[src/rtl/int_bus_arbiter_if.sv]
// rtl/int_bus_arbiter_if.sv - two-master register-bus signal bundle for int_bus_arbiter
// arb_timeout exists only when ARB_TIMEOUT_EN is defined.
interface int_bus_arbiter_if #(
    parameter int AW = 8,
    parameter int DW = 8
);
    logic          a_req;
    logic          a_gnt;
    logic [AW-1:0] a_address;
    logic [DW-1:0] a_wr_data;
    logic          a_write;
    logic          a_read;
    logic [DW-1:0] a_rd_data;
    logic          a_rd_valid;

    logic          b_req;
    logic          b_gnt;
    logic [AW-1:0] b_address;
    logic [DW-1:0] b_wr_data;
    logic          b_write;
    logic          b_read;
    logic [DW-1:0] b_rd_data;
    logic          b_rd_valid;

    logic [AW-1:0] int_address;
    logic [DW-1:0] int_wr_data;
    logic          int_write;
    logic          int_read;
    logic [DW-1:0] int_rd_data;
`ifdef ARB_TIMEOUT_EN
    logic          arb_timeout;
`endif

    modport slave (
`ifdef ARB_TIMEOUT_EN
        output arb_timeout,
`endif
        input  a_req, a_address, a_wr_data, a_write, a_read,
        output a_gnt, a_rd_data, a_rd_valid,
        input  b_req, b_address, b_wr_data, b_write, b_read,
        output b_gnt, b_rd_data, b_rd_valid,
        output int_address, int_wr_data, int_write, int_read,
        input  int_rd_data
    );

    modport master (
`ifdef ARB_TIMEOUT_EN
        input  arb_timeout,
`endif
        output a_req, a_address, a_wr_data, a_write, a_read,
        input  a_gnt, a_rd_data, a_rd_valid,
        output b_req, b_address, b_wr_data, b_write, b_read,
        input  b_gnt, b_rd_data, b_rd_valid,
        input  int_address, int_wr_data, int_write, int_read,
        output int_rd_data
    );
endinterface

[src/rtl/int_bus_arbiter.sv]
// rtl/int_bus_arbiter.sv - round-robin tenure arbiter sharing the register-file bus between two masters
// Optional forced release after TIMEOUT_CYCLES owned cycles: define ARB_TIMEOUT_EN.
module int_bus_arbiter #(
    parameter int AW = 8,
    parameter int DW = 8
`ifdef ARB_TIMEOUT_EN
    ,
    parameter int TIMEOUT_CYCLES = 256
`endif
) (
    input logic              clock,
    input logic              reset,
    int_bus_arbiter_if.slave bus
);
    typedef enum logic [1:0] {IDLE, OWN_A, OWN_B} state_t;

    state_t        state;
    state_t        state_next;
    logic          last_owner_b;
    logic          a_req_eff;
    logic          b_req_eff;
    logic          tag_valid;
    logic          tag_owner_b;
    logic [AW-1:0] mux_address;
    logic [DW-1:0] mux_wr_data;
    logic          mux_write;
    logic          mux_read;

`ifdef ARB_TIMEOUT_EN
    localparam int CW = $clog2(TIMEOUT_CYCLES) + 1;

    logic [CW-1:0] tenure;
    logic          timeout;
    logic          a_blocked;
    logic          b_blocked;

    assign timeout = (state != IDLE) && (tenure == CW'(TIMEOUT_CYCLES - 1));
    // A timing-out owner looks like it dropped req, so the normal handoff rules exclude it.
    assign a_req_eff = bus.a_req && !a_blocked && !(timeout && state == OWN_A);
    assign b_req_eff = bus.b_req && !b_blocked && !(timeout && state == OWN_B);

    always_ff @(posedge clock) begin
        if (reset) begin
            tenure          <= '0;
            a_blocked       <= 1'b0;
            b_blocked       <= 1'b0;
            bus.arb_timeout <= 1'b0;
        end else begin
            if (state_next != state)
                tenure <= '0;
            else if (state != IDLE)
                tenure <= tenure + 1'b1;
            bus.arb_timeout <= timeout;
            if (!bus.a_req)
                a_blocked <= 1'b0;
            else if (timeout && state == OWN_A)
                a_blocked <= 1'b1;
            if (!bus.b_req)
                b_blocked <= 1'b0;
            else if (timeout && state == OWN_B)
                b_blocked <= 1'b1;
        end
    end
`else
    assign a_req_eff = bus.a_req;
    assign b_req_eff = bus.b_req;
`endif

    always_comb begin
        state_next = state;
        case (state)
            IDLE: begin
                if (a_req_eff && b_req_eff)
                    state_next = last_owner_b ? OWN_A : OWN_B;
                else if (a_req_eff)
                    state_next = OWN_A;
                else if (b_req_eff)
                    state_next = OWN_B;
            end
            OWN_A: if (!a_req_eff) state_next = b_req_eff ? OWN_B : IDLE;
            OWN_B: if (!b_req_eff) state_next = a_req_eff ? OWN_A : IDLE;
            default: state_next = IDLE;
        endcase
    end

    // Strobes need the owner's req too, so a strobe in the req-drop cycle never escapes.
    always_comb begin
        mux_address = '0;
        mux_wr_data = '0;
        mux_write   = 1'b0;
        mux_read    = 1'b0;
        case (state)
            OWN_A: begin
                mux_address = bus.a_address;
                mux_wr_data = bus.a_wr_data;
                mux_write   = bus.a_write && bus.a_req;
                mux_read    = bus.a_read && !bus.a_write && bus.a_req;
            end
            OWN_B: begin
                mux_address = bus.b_address;
                mux_wr_data = bus.b_wr_data;
                mux_write   = bus.b_write && bus.b_req;
                mux_read    = bus.b_read && !bus.b_write && bus.b_req;
            end
            default: ;
        endcase
    end

    assign bus.int_address = mux_address;
    assign bus.int_wr_data = mux_wr_data;
    assign bus.int_write   = mux_write;
    assign bus.int_read    = mux_read;
    assign bus.a_gnt       = (state == OWN_A);
    assign bus.b_gnt       = (state == OWN_B);

    always_ff @(posedge clock) begin
        if (reset) begin
            state          <= IDLE;
            last_owner_b   <= 1'b1;
            tag_valid      <= 1'b0;
            tag_owner_b    <= 1'b0;
            bus.a_rd_valid <= 1'b0;
            bus.b_rd_valid <= 1'b0;
            bus.a_rd_data  <= '0;
            bus.b_rd_data  <= '0;
        end else begin
            state <= state_next;
            if (state_next != state && state_next != IDLE)
                last_owner_b <= (state_next == OWN_B);
            // The tag remembers the issuer so the return survives an ownership change.
            tag_valid      <= mux_read;
            tag_owner_b    <= (state == OWN_B);
            bus.a_rd_valid <= tag_valid && !tag_owner_b;
            bus.b_rd_valid <= tag_valid && tag_owner_b;
            if (tag_valid && !tag_owner_b)
                bus.a_rd_data <= bus.int_rd_data;
            if (tag_valid && tag_owner_b)
                bus.b_rd_data <= bus.int_rd_data;
        end
    end
endmodule
[src/flat_wrapper.sv]
// flat-port wrapper written by rule: the top's interface ports become plain ports
module int_bus_arbiter_flat 
#(
    parameter int AW = 8,
    parameter int DW = 8

)
  (clock, reset, bus_a_req, bus_a_address, bus_a_wr_data, bus_a_write, bus_a_read, bus_a_gnt, bus_a_rd_data, bus_a_rd_valid, bus_b_req, bus_b_address, bus_b_wr_data, bus_b_write, bus_b_read, bus_b_gnt, bus_b_rd_data, bus_b_rd_valid, bus_int_address, bus_int_wr_data, bus_int_write, bus_int_read, bus_int_rd_data);
  int_bus_arbiter_if #(.AW(AW), .DW(DW)) bus_i ();
  input logic clock;
  input logic reset;
  input wire logic [$bits(bus_i.a_req)-1:0] bus_a_req;
  input wire logic [$bits(bus_i.a_address)-1:0] bus_a_address;
  input wire logic [$bits(bus_i.a_wr_data)-1:0] bus_a_wr_data;
  input wire logic [$bits(bus_i.a_write)-1:0] bus_a_write;
  input wire logic [$bits(bus_i.a_read)-1:0] bus_a_read;
  output wire logic [$bits(bus_i.a_gnt)-1:0] bus_a_gnt;
  output wire logic [$bits(bus_i.a_rd_data)-1:0] bus_a_rd_data;
  output wire logic [$bits(bus_i.a_rd_valid)-1:0] bus_a_rd_valid;
  input wire logic [$bits(bus_i.b_req)-1:0] bus_b_req;
  input wire logic [$bits(bus_i.b_address)-1:0] bus_b_address;
  input wire logic [$bits(bus_i.b_wr_data)-1:0] bus_b_wr_data;
  input wire logic [$bits(bus_i.b_write)-1:0] bus_b_write;
  input wire logic [$bits(bus_i.b_read)-1:0] bus_b_read;
  output wire logic [$bits(bus_i.b_gnt)-1:0] bus_b_gnt;
  output wire logic [$bits(bus_i.b_rd_data)-1:0] bus_b_rd_data;
  output wire logic [$bits(bus_i.b_rd_valid)-1:0] bus_b_rd_valid;
  output wire logic [$bits(bus_i.int_address)-1:0] bus_int_address;
  output wire logic [$bits(bus_i.int_wr_data)-1:0] bus_int_wr_data;
  output wire logic [$bits(bus_i.int_write)-1:0] bus_int_write;
  output wire logic [$bits(bus_i.int_read)-1:0] bus_int_read;
  input wire logic [$bits(bus_i.int_rd_data)-1:0] bus_int_rd_data;
  assign bus_i.a_req = bus_a_req;
  assign bus_i.a_address = bus_a_address;
  assign bus_i.a_wr_data = bus_a_wr_data;
  assign bus_i.a_write = bus_a_write;
  assign bus_i.a_read = bus_a_read;
  assign bus_a_gnt = bus_i.a_gnt;
  assign bus_a_rd_data = bus_i.a_rd_data;
  assign bus_a_rd_valid = bus_i.a_rd_valid;
  assign bus_i.b_req = bus_b_req;
  assign bus_i.b_address = bus_b_address;
  assign bus_i.b_wr_data = bus_b_wr_data;
  assign bus_i.b_write = bus_b_write;
  assign bus_i.b_read = bus_b_read;
  assign bus_b_gnt = bus_i.b_gnt;
  assign bus_b_rd_data = bus_i.b_rd_data;
  assign bus_b_rd_valid = bus_i.b_rd_valid;
  assign bus_int_address = bus_i.int_address;
  assign bus_int_wr_data = bus_i.int_wr_data;
  assign bus_int_write = bus_i.int_write;
  assign bus_int_read = bus_i.int_read;
  assign bus_i.int_rd_data = bus_int_rd_data;
  int_bus_arbiter #(.AW(AW), .DW(DW)) u_core (.clock(clock), .reset(reset), .bus(bus_i));
endmodule
[config.mk]
export PLATFORM = sky130hd
export DESIGN_NAME = int_bus_arbiter_flat
export DESIGN_NICKNAME = d
export VERILOG_FILES = /design/src/rtl/int_bus_arbiter_if.sv /design/src/rtl/int_bus_arbiter.sv /design/src/flat_wrapper.sv
export SDC_FILE = /design/constraint.sdc
export NUM_CORES = 1
export LEC_CHECK = 0
export BUFFER_PORTS_ARGS = -buffer_cell sky130_fd_sc_hd__buf_2
export CAP_MARGIN = 20
export CORE_MARGIN = 2
export CORE_UTILIZATION = 38
export CTS_BUF_LIST = sky130_fd_sc_hd__clkbuf_2
export DETAILED_ROUTE_END_ITERATION = 16
export GPL_TIMING_DRIVEN = 0
export PLACE_DENSITY = 0.77
export SETUP_SLACK_MARGIN = 0.1
export SLEW_MARGIN = 20
export SYNTH_ARGS = -nofsm -noshare
export SYNTH_HDL_FRONTEND = slang
export SYNTH_SLANG_ARGS = --single-unit
[constraint.sdc]
create_clock -name clock -period 1.83 [get_ports clock]
set_input_delay 0.183 -clock clock [delete_from_list [all_inputs] [get_ports clock]]
set_output_delay 0.183 -clock clock [all_outputs]
set_load 0.1 [all_outputs]
# --- Word-level counts from Yosys, hierarchy flattened ---
# Index checks and enable logic that the tools add are counted.
op_classes:
  n_reduce_logical: 15
  eq_ne: 4
  muxes: 13
op_table:
  columns: ["operator", "n"]
  rows:
  - ["case mux 8 bit (2 select lines)", 2]
  - ["two-way mux 2 bit", 7]
  - ["logical AND 1 bit", 10]
  - ["case mux 2 bit (3 select lines)", 1]
  - ["== test 2 bit (second input constant)", 2]
  - ["case mux 1 bit (2 select lines)", 2]
  - ["zero test 1 bit", 3]
  - ["== test 2 x 1 -> 1 bit (second input constant)", 1]
  - ["zero test 2 bit", 1]
  - ["!= test 2 bit", 1]
  - ["nonzero test 2 bit", 1]
  - ["two-way mux 1 bit", 1]
word_totals:
  output_inout_bits: 38
  inputBits: 48
  reg_bits: 23
  word_cells: 40

# --- Depth between registers and ports, before layout ---
# Gate-level depths: netlist (run 1).
logic_depth:
  depth_word: 6
  ltp_mapped: 8
  depth_no_buf: 7

# --- Worst setup path after synthesis (run 1) ---
# Ideal clock, no wire load.
synth_timing:
  path_type: "register to register"
  start: "reg u_core.state[0]"
  end: "reg u_core.tag_valid"
  slack_ns: -2.536
  path_stages_with_launch: 7
  t_arrival_ns: 4.291
  t_required_ns: 1.755
  setup_ns: 0.075
  path_buffers: 1
  period_less_slack_ns: 4.366
  path_cell_list: "dfxtp_1 inv_1 ha_1 clkbuf_1 nand4b_1 a21boi_0 nor2b_1"
synth_via:
  elab_chain_len: 2
  elab_cells_between_ends: 3
  cone_classes: "eq/ne: 2; mux: 1"
synth_rtl:
  columns: ["item", "line", "source"]
  rows:
  - ["from (decl)", "int_bus_arbiter.sv:17", "state_t state;"]
  - ["from (signal assigned)", "int_bus_arbiter.sv:127", "state <= state_next;"]
  - ["== test 2 bit", null, null]
  - ["via bus_b_gnt", "flat_wrapper.sv:25", "output wire logic [$bits(bus_i.b_gnt)-1:0] bus_b_gnt;"]
  - ["case mux 1 bit (2 select lines)", "int_bus_arbiter.sv:92", "case (state)"]
  - ["via bus_int_read", "flat_wrapper.sv:31", "output wire logic [$bits(bus_i.int_read)-1:0] bus_int_read;"]
  - ["to (signal assigned)", "int_bus_arbiter.sv:131", "tag_valid <= mux_read;"]
  - ["to (decl)", "int_bus_arbiter.sv:22", "logic tag_valid;"]
# The timed path passes the listed nets, and every way through them passes these cells.
# A chain may end at the register's enable or synchronous reset.

# --- Final worst setup path (run 1) ---
layout_timing:
  start: "reg u_core.state[1]"
  end: "out bus_int_address[5]"
layout_via:
  elab_chain_len: 2
  elab_cells_between_ends: 3
  cone_classes: "eq/ne: 2; mux: 1"
layout_rtl:
  columns: ["item", "line", "source"]
  rows:
  - ["== test 2 bit / == test 2 x 1 -> 1 bit (equally long branches)", "int_bus_arbiter.sv:92", null]
  - ["case mux 8 bit (2 select lines) *", "int_bus_arbiter.sv:92", null]
  - ["to (decl)", "flat_wrapper.sv:28", "output wire logic [$bits(bus_i.int_address)-1:0] bus_int_address;"]
# Mark *: on every way between the ends. The rest lies on a longest branch, timed or not.

==> run_results.csv, run 1 <==
group,metric,value,unit
status,status,"finished, violations left",
status,violations,"setup timing",
power_and_ir_drop,power.leakage,1.08,nW
setup_path,cp.required,1.65,ns
synthesis,synth_edf_count,0,
synthesis,ys.flop_type,"dfxtp_1",
place,post-place-cells,286,
final_layout,n_antenna_cell,0,
global_routing,antenna_found_initial,0,
floorplan,io_pins,86,
power_and_ir_drop,p_seq_share,24.5,%
sta,setup_viol,19,
synthesis,post_synth_num_cell_types,27,
synthesis,ys_seq_area_share,36.5,%
floorplan,start_util,40.6,%
synthesis,ys_ff_latch,23,
sta,tightest_slew,0.496,ns
synthesis,avgSynthCellArea,7.97,µm²
sta,fin_worst_skew,0.0156,ns
final_layout,layout_common_cells,"65 x buf_2, 26 x nand2_1, 22 x buf_12",
place,finalWeightedCongestion,0.944,
sta,fin_hold_ws,0.0601,ns
power_and_ir_drop,pwr-share-comb,66.5,%
final_layout,syn2layout_area_growth,107,%
power_and_ir_drop,vdd_drop_max,0.516,mV
place,place_ws,-0.247,ns
synthesis,ys_async_sr_fraction,0,%
detailed_routing,viasPerCell,5.39,
sta,max_slew_margin,67.1,%
power_and_ir_drop,p_int,0.00128,W
power_and_ir_drop,pwr_density_cell,865,nW/µm²
place,portBuffers,84,
floorplan,die_w,61.6,µm
cts,h-tree-depth,1,
setup_path,path_max_fanout,5,
sta,rsz0062_at_grt,"yes",
cts,cts_tree,"built",
final_layout,fin_nets,319,
detailed_routing,dr.pass1.iters,4,
setup_path,cp-start-kind,"register",
cts,clock_latency,0.34,ns
global_routing,grt-ovfl-total,0,
floorplan,die_h,61.6,µm
worst_hold_path,hp-class,"primary input to register",
setup_path,cp.arrival,1.85,ns
run,max-cap-violations,0,
synthesis,yosys.area.top_type,"dfxtp_1",
cts,cts_buffer_depth,2,
setup_path,path_class,"register to output port",
floorplan,row_count,20,
power_and_ir_drop,switching_share,43.1,%
global_routing,track_usage,29.8,%
sta,setup_tns,-3.25,ns
synthesis,syn_nets,211,
synthesis,synth_area,1260,µm²
detailed_routing,routed_wl,5.50,mm
place,dp_hpwl,2.75,mm
final_layout,final_layout_size_suffix_gt1_share,60.4,%
detailed_routing,num_vias,1666,
sta,fin_crit,2.03,ns
final_layout,final_cells,309,
final_layout,final_common_cell,"buf_2",
synthesis,synth_top_cell_area_share,36.5,%
detailed_routing,drtIter0Drc,57,
cts,cts-root-buf,"clkbuf_2",
detailed_routing,drc,0,
floorplan,design.core.area,3100,µm²
detailed_routing,drt-wirelength-per-cell,17.8,µm
synthesis,synthCells,158,
setup_path,crit_path_end_kind,"output port",
cts,cts_buffers,3,
sta,hold_viol_final,0,
cts,path_clk_slew,0.22,ns
global_routing,grt_pass1_vias,1730,
sta,fmax,0.492,GHz
sta,fin_crit_sh,111,%
synthesis,synth.area.top_cells,"dfxtp_1 37%, a22oi_1 10%, nor2b_1 9.4%",
synthesis,synth_warnings,0,
sta,timing.final.ws_setup,-0.203,ns
power_and_ir_drop,switchingPower,0.000971,W
floorplan,die_area,3790,µm²
sta,final_max_slew_viol_count,0,
global_routing,grt_max_degree,14,
detailed_routing,antenna_left,0,
power_and_ir_drop,power_frac_clock,9.0,%
global_routing,grt_pass1_wl,8.16,mm
cts,cts_sinks,23,
-- cells by family (layout without fill, tap and decap cells) --
| family | Yosys count | after routing | share of synthesized area, % |
|---|---|---|---|
| flip-flops | 23 | 23 | 36.5 |
| buffers and inverters | 16 | 123 | 5.66 |
| multiplexers | 2 | 2 | 2.08 |
| AO/OA/AOI/OAI | 45 | 45 | 23.8 |
| adder cells (fa/ha/maj) | 5 | 5 | 4.97 |
| AND/OR/NAND/NOR | 67 | 67 | 26.9 |
-- cell usage after synthesis, types with 2 or more instances --
cell type	number
a21boi_0	2
clkbuf_1	6
a21oi_1	18
dfxtp_1	23
ha_1	5
nand3_1	12
nor2b_1	19
buf_2	3
nand2_1	26
buf_1	2
inv_1	4
o21ai_1	2
nor2_1	4
nand2b_1	2
nand4b_1	2
a22oi_1	17
-- cell type report --
class | count | area [µm²]
buffer | 12 | 125
clock buffer | 3 | 15.0
clock inverter | 1 | 5.00
fill | 183 | 499
inverter | 4 | 21.3
multi-input combinational | 119 | 997
sequential | 23 | 468
tap | 44 | 55.1
timing repair buffer | 103 | 917
-- per-layer routing --
layer,global-route usage (%),vias up,wire length [µm]
li1,-,772,-
met1,31.0,785,2060
met2,56.7,97,2860
met3,6.51,12,441
met4,12.5,0,138
met5,0,-,0
-- critical path, stage by stage, from the launching register on --
cell        delay (ns)
dfxtp_4           0.43
clkinvlp_4        0.14
buf_12            0.16
ha_4              0.31
buf_8             0.12
nor2b_4           0.18
buf_12            0.19
-- stage by stage --
| stage | utilization (%) | cell area, µm² | total power, W |
|---|---|---|---|
| floorplan | - | 1460 | 0.00135 |
| global placement | 62.2 | 1930 | 0.00150 |
| detailed placement | 62.2 | 1930 | 0.00150 |
| CTS | 82.7 | 2570 | 0.00214 |
| global route | 83.9 | 2600 | 0.00233 |
| finish | 83.9 | 2600 | 0.00225 |
-- what timing repair did --
action                                  CTS  global route
setup buffers                            14             2
hold buffers                              0             0
gates cloned                              3             0
gates resized for setup                 110             7
pin swaps                                18             9
endpoints found under the setup margin   19            21
endpoints found under the hold margin     0             0
-- sequential cells by signal, indices dropped and copies added (netlist names) --
| register | flops |
|---|---|
| u_core.bus.a_rd_data | 8 |
| u_core.bus.b_rd_data | 8 |
| u_core.state | 2 |
| u_core.bus.a_rd_valid | 1 |
| u_core.bus.b_rd_valid | 1 |
| u_core.last_owner_b | 1 |
| u_core.tag_owner_b | 1 |
| u_core.tag_valid | 1 |
-- power groups by stage --
stage               clock network (W)  registers, W  logic, W
floorplan                           0      0.000570  0.000782
global placement                    0      0.000565  0.000931
detailed placement                  0      0.000566  0.000934
CTS                          0.000203      0.000549   0.00139
global route                 0.000225      0.000555   0.00155
finish                       0.000203      0.000552   0.00150
-- path summary, 6_finish.rpt --
path | from | end | slack (ns) | cells after the start
setup / recovery | u_core.state[1] | bus_int_address[5] | -0.20 | 6
hold / removal | bus_int_rd_data[7] | u_core.bus.a_rd_data[7] | 0.06 | 3
setup reg to reg | u_core.state[1] | u_core.last_owner_b | -0.09 | 9
hold reg to reg | u_core.bus.a_rd_data[4] | u_core.bus.a_rd_data[4] | 0.46 | 2
Note: power is estimated with default switching activity, not from simulation.
==> run 2, diff against run 1 <==
--- a/config.mk
+++ b/config.mk
@@ -8,11 +8,12 @@
 export BUFFER_PORTS_ARGS = -buffer_cell sky130_fd_sc_hd__buf_2
 export CAP_MARGIN = 20
 export CORE_MARGIN = 2
-export CORE_UTILIZATION = 38
+export CORE_UTILIZATION = 43
 export CTS_BUF_LIST = sky130_fd_sc_hd__clkbuf_2
 export DETAILED_ROUTE_END_ITERATION = 16
 export GPL_TIMING_DRIVEN = 0
-export PLACE_DENSITY = 0.77
+export PLACE_DENSITY = 0.83
+export RECOVER_POWER = 100
 export SETUP_SLACK_MARGIN = 0.1
 export SLEW_MARGIN = 20
 export SYNTH_ARGS = -nofsm -noshare
==> constraint.sdc (replaced) <==
create_clock -name clock -period 2.3 [get_ports clock]
set_input_delay 0.23 -clock clock [delete_from_list [all_inputs] [get_ports clock]]
set_output_delay 0.23 -clock clock [all_outputs]
set_load 0.1 [all_outputs]
==> run_results.csv, run 2 (same netlist as run 1, synthesis figures left out) <==
group,metric,value,unit
floorplan,io_pins,86,
final_layout,layout_common_cells,"49 x buf_2, 26 x nand2_1, 23 x clkbuf_1",
setup_path,cp.arrival,1.94,ns
global_routing,track_usage,21.0,%
sta,fmax,0.460,GHz
sta,fin_crit_sh,94.5,%
setup_path,cpMostUsedCell,"buf_6",
floorplan,start_util,45.3,%
setup_path,cp.required,2.07,ns
floorplan,design.core.area,2780,µm²
place,dp_hpwl,2.70,mm
sta,hold_viol_final,0,
final_layout,syn2layout_area_growth,64.4,%
sta,setup_tns,0,ns
setup_path,crit_path_end_kind,"output port",
power_and_ir_drop,pwr_density_cell,690,nW/µm²
final_layout,n_antenna_cell,0,
detailed_routing,dr.pass1.iters,4,
power_and_ir_drop,total_power,0.00143,W
cts,cts_buffer_depth,2,
global_routing,grt_max_degree,13,
sta,fin_crit,2.17,ns
detailed_routing,drc,0,
cts,ctsHoldBuffers,0,
sta,tightest_slew,1.18,ns
cts,h-tree-depth,1,
worst_hold_path,hp-class,"primary input to register",
detailed_routing,routed_wl,3.77,mm
power_and_ir_drop,p_seq_share,30.7,%
cts,cts_buffers,3,
status,status,"finished clean",
detailed_routing,antenna_left,0,
cts,cts_sinks,23,
final_layout,fin_nets,303,
global_routing,grt_pass1_vias,1362,
power_and_ir_drop,p_int,0.000784,W
place,portBuffers,84,
setup_path,path_max_fanout,10,
sta,setup_viol,0,
sta,rsz0062_at_grt,"yes",
cts,cts_tree,"built",
final_layout,nFillCells,219,
final_layout,final_layout_size_suffix_gt1_share,46.2,%
detailed_routing,num_vias,1472,
cts,path_clk_slew,0.20,ns
cts,cts-root-buf,"clkbuf_2",
power_and_ir_drop,vdd_drop_max,0.536,mV
cts,clock_latency,0.32,ns
floorplan,die_area,3380,µm²
power_and_ir_drop,switching_share,45.2,%
detailed_routing,drtIter0Drc,37,
floorplan,die_h,58.1,µm
place,finalWeightedCongestion,0.835,
place,place_ws,-0.0131,ns
setup_path,crit_path_top_delay_cell,"dfxtp_4",
power_and_ir_drop,pwr-share-comb,58.2,%
floorplan,die_w,58.1,µm
run,max-cap-violations,0,
final_layout,final_common_cell,"buf_2",
global_routing,grt-ovfl-total,0,
setup_path,crit_path_max_incr_delay,0.43,ns
floorplan,row_count,19,
setup_path,cp-start-kind,"register",
detailed_routing,viasPerCell,5.26,
final_layout,reg_top3,"u_core.bus.a_rd_data x8, u_core.bus.b_rd_data x8, u_core.state x2",
power_and_ir_drop,power.leakage,0.817,nW
detailed_routing,drt-wirelength-per-cell,13.5,µm
sta,max_slew_margin,21.9,%
power_and_ir_drop,switchingPower,0.000646,W
power_and_ir_drop,power_frac_clock,11.1,%
setup_path,path_class,"register to output port",
sta,final_max_slew_viol_count,0,
sta,timing.final.ws_setup,0.126,ns
sta,fin_worst_skew,0.00567,ns
setup_path,crit_chain,"clkinvlp_4 > ha_1 > buf_2 > buf_6 > a22oi_1 > nor2b_4 > buf_6",
global_routing,grt_pass1_wl,5.66,mm
global_routing,antenna_found_initial,0,
run 2: cell types whose count changed in the layout (fill, tap and decap cells not counted), moves of 5 or more:
cell | previous run | this run
buf_12 | 22 | 1
clkbuf_1 | 4 | 23
buf_2 | 65 | 49
buf_4 | 13 | 5
buf_6 | 3 | 11
a22oi_1 | 5 | 10
a22oi_2 | 12 | 7
clkbuf_4 | 0 | 5
run 2: timing repair:
action / in CTS / in global routing
setup endpoints to repair: 18 / 17
gates resized for setup: 31 / 25
pin swaps: 0 / 1
buffers inserted: 0 / 3
run 2: metrics by stage:
stage          area, µm²  instances  util [%]  hold slack [ns]
2_1_floorplan       1430        158         -            0.302
3_3_place_gp        1890        273      67.8            0.439
3_5_place_dp        1890        273      67.8            0.448
4_1_cts             2000        277      71.8           0.0951
5_1_grt             2070        280      74.5           0.0904
6_report            2070        280      74.5            0.118
run 2: area by class of cell:
type / count / area (µm²) / share of cell area, %
multi-input combinational: 119 / 933 / 45.0
timing repair buffer: 87 / 510 / 24.6
sequential: 23 / 468 / 22.6
buffer: 12 / 82.6 / 3.99
tap: 31 / 38.8 / 1.87
clock buffer: 4 / 20.0 / 0.966
inverter: 4 / 18.8 / 0.906
run 2: routing by layer:
layer,global-route usage (%),wire [µm]
met5,0,0
met4,7.31,41
met3,4.46,306
met1,25.7,1550
met2,36.4,1880
run 2: worst max-delay path, delay by kind of cell (launching register included):
kind / cells / cell delay, ns
adder cells (fa/ha/maj): 1 / 0.20
AO/OA/AOI/OAI: 1 / 0.27
AND/OR/NAND/NOR: 1 / 0.06
buffers and inverters: 4 / 0.67
flip-flops: 1 / 0.43
run 2: final timing paths:
| kind | start | to | slack, ns | depth (start not counted) |
|---|---|---|---|---|
| hold reg to reg | u_core.bus.b_rd_data[7] | u_core.bus.b_rd_data[7] | 0.47 | 2 |
| hold / removal | reset | u_core.tag_owner_b | 0.12 | 2 |
| setup / recovery | u_core.state[1] | bus_int_address[4] | 0.13 | 7 |
| setup reg to reg | u_core.state[1] | u_core.last_owner_b | 0.28 | 8 |
run 2: power groups by stage:
stage / clock network [W] / logic (W) / registers, W
2_1_floorplan: 0 / 0.000611 / 0.000448
3_3_place_gp: 0 / 0.000726 / 0.000444
3_5_place_dp: 0 / 0.000733 / 0.000444
4_1_cts: 0.000165 / 0.000769 / 0.000438
5_1_grt: 0.000184 / 0.000877 / 0.000442
6_report: 0.000159 / 0.000832 / 0.000439
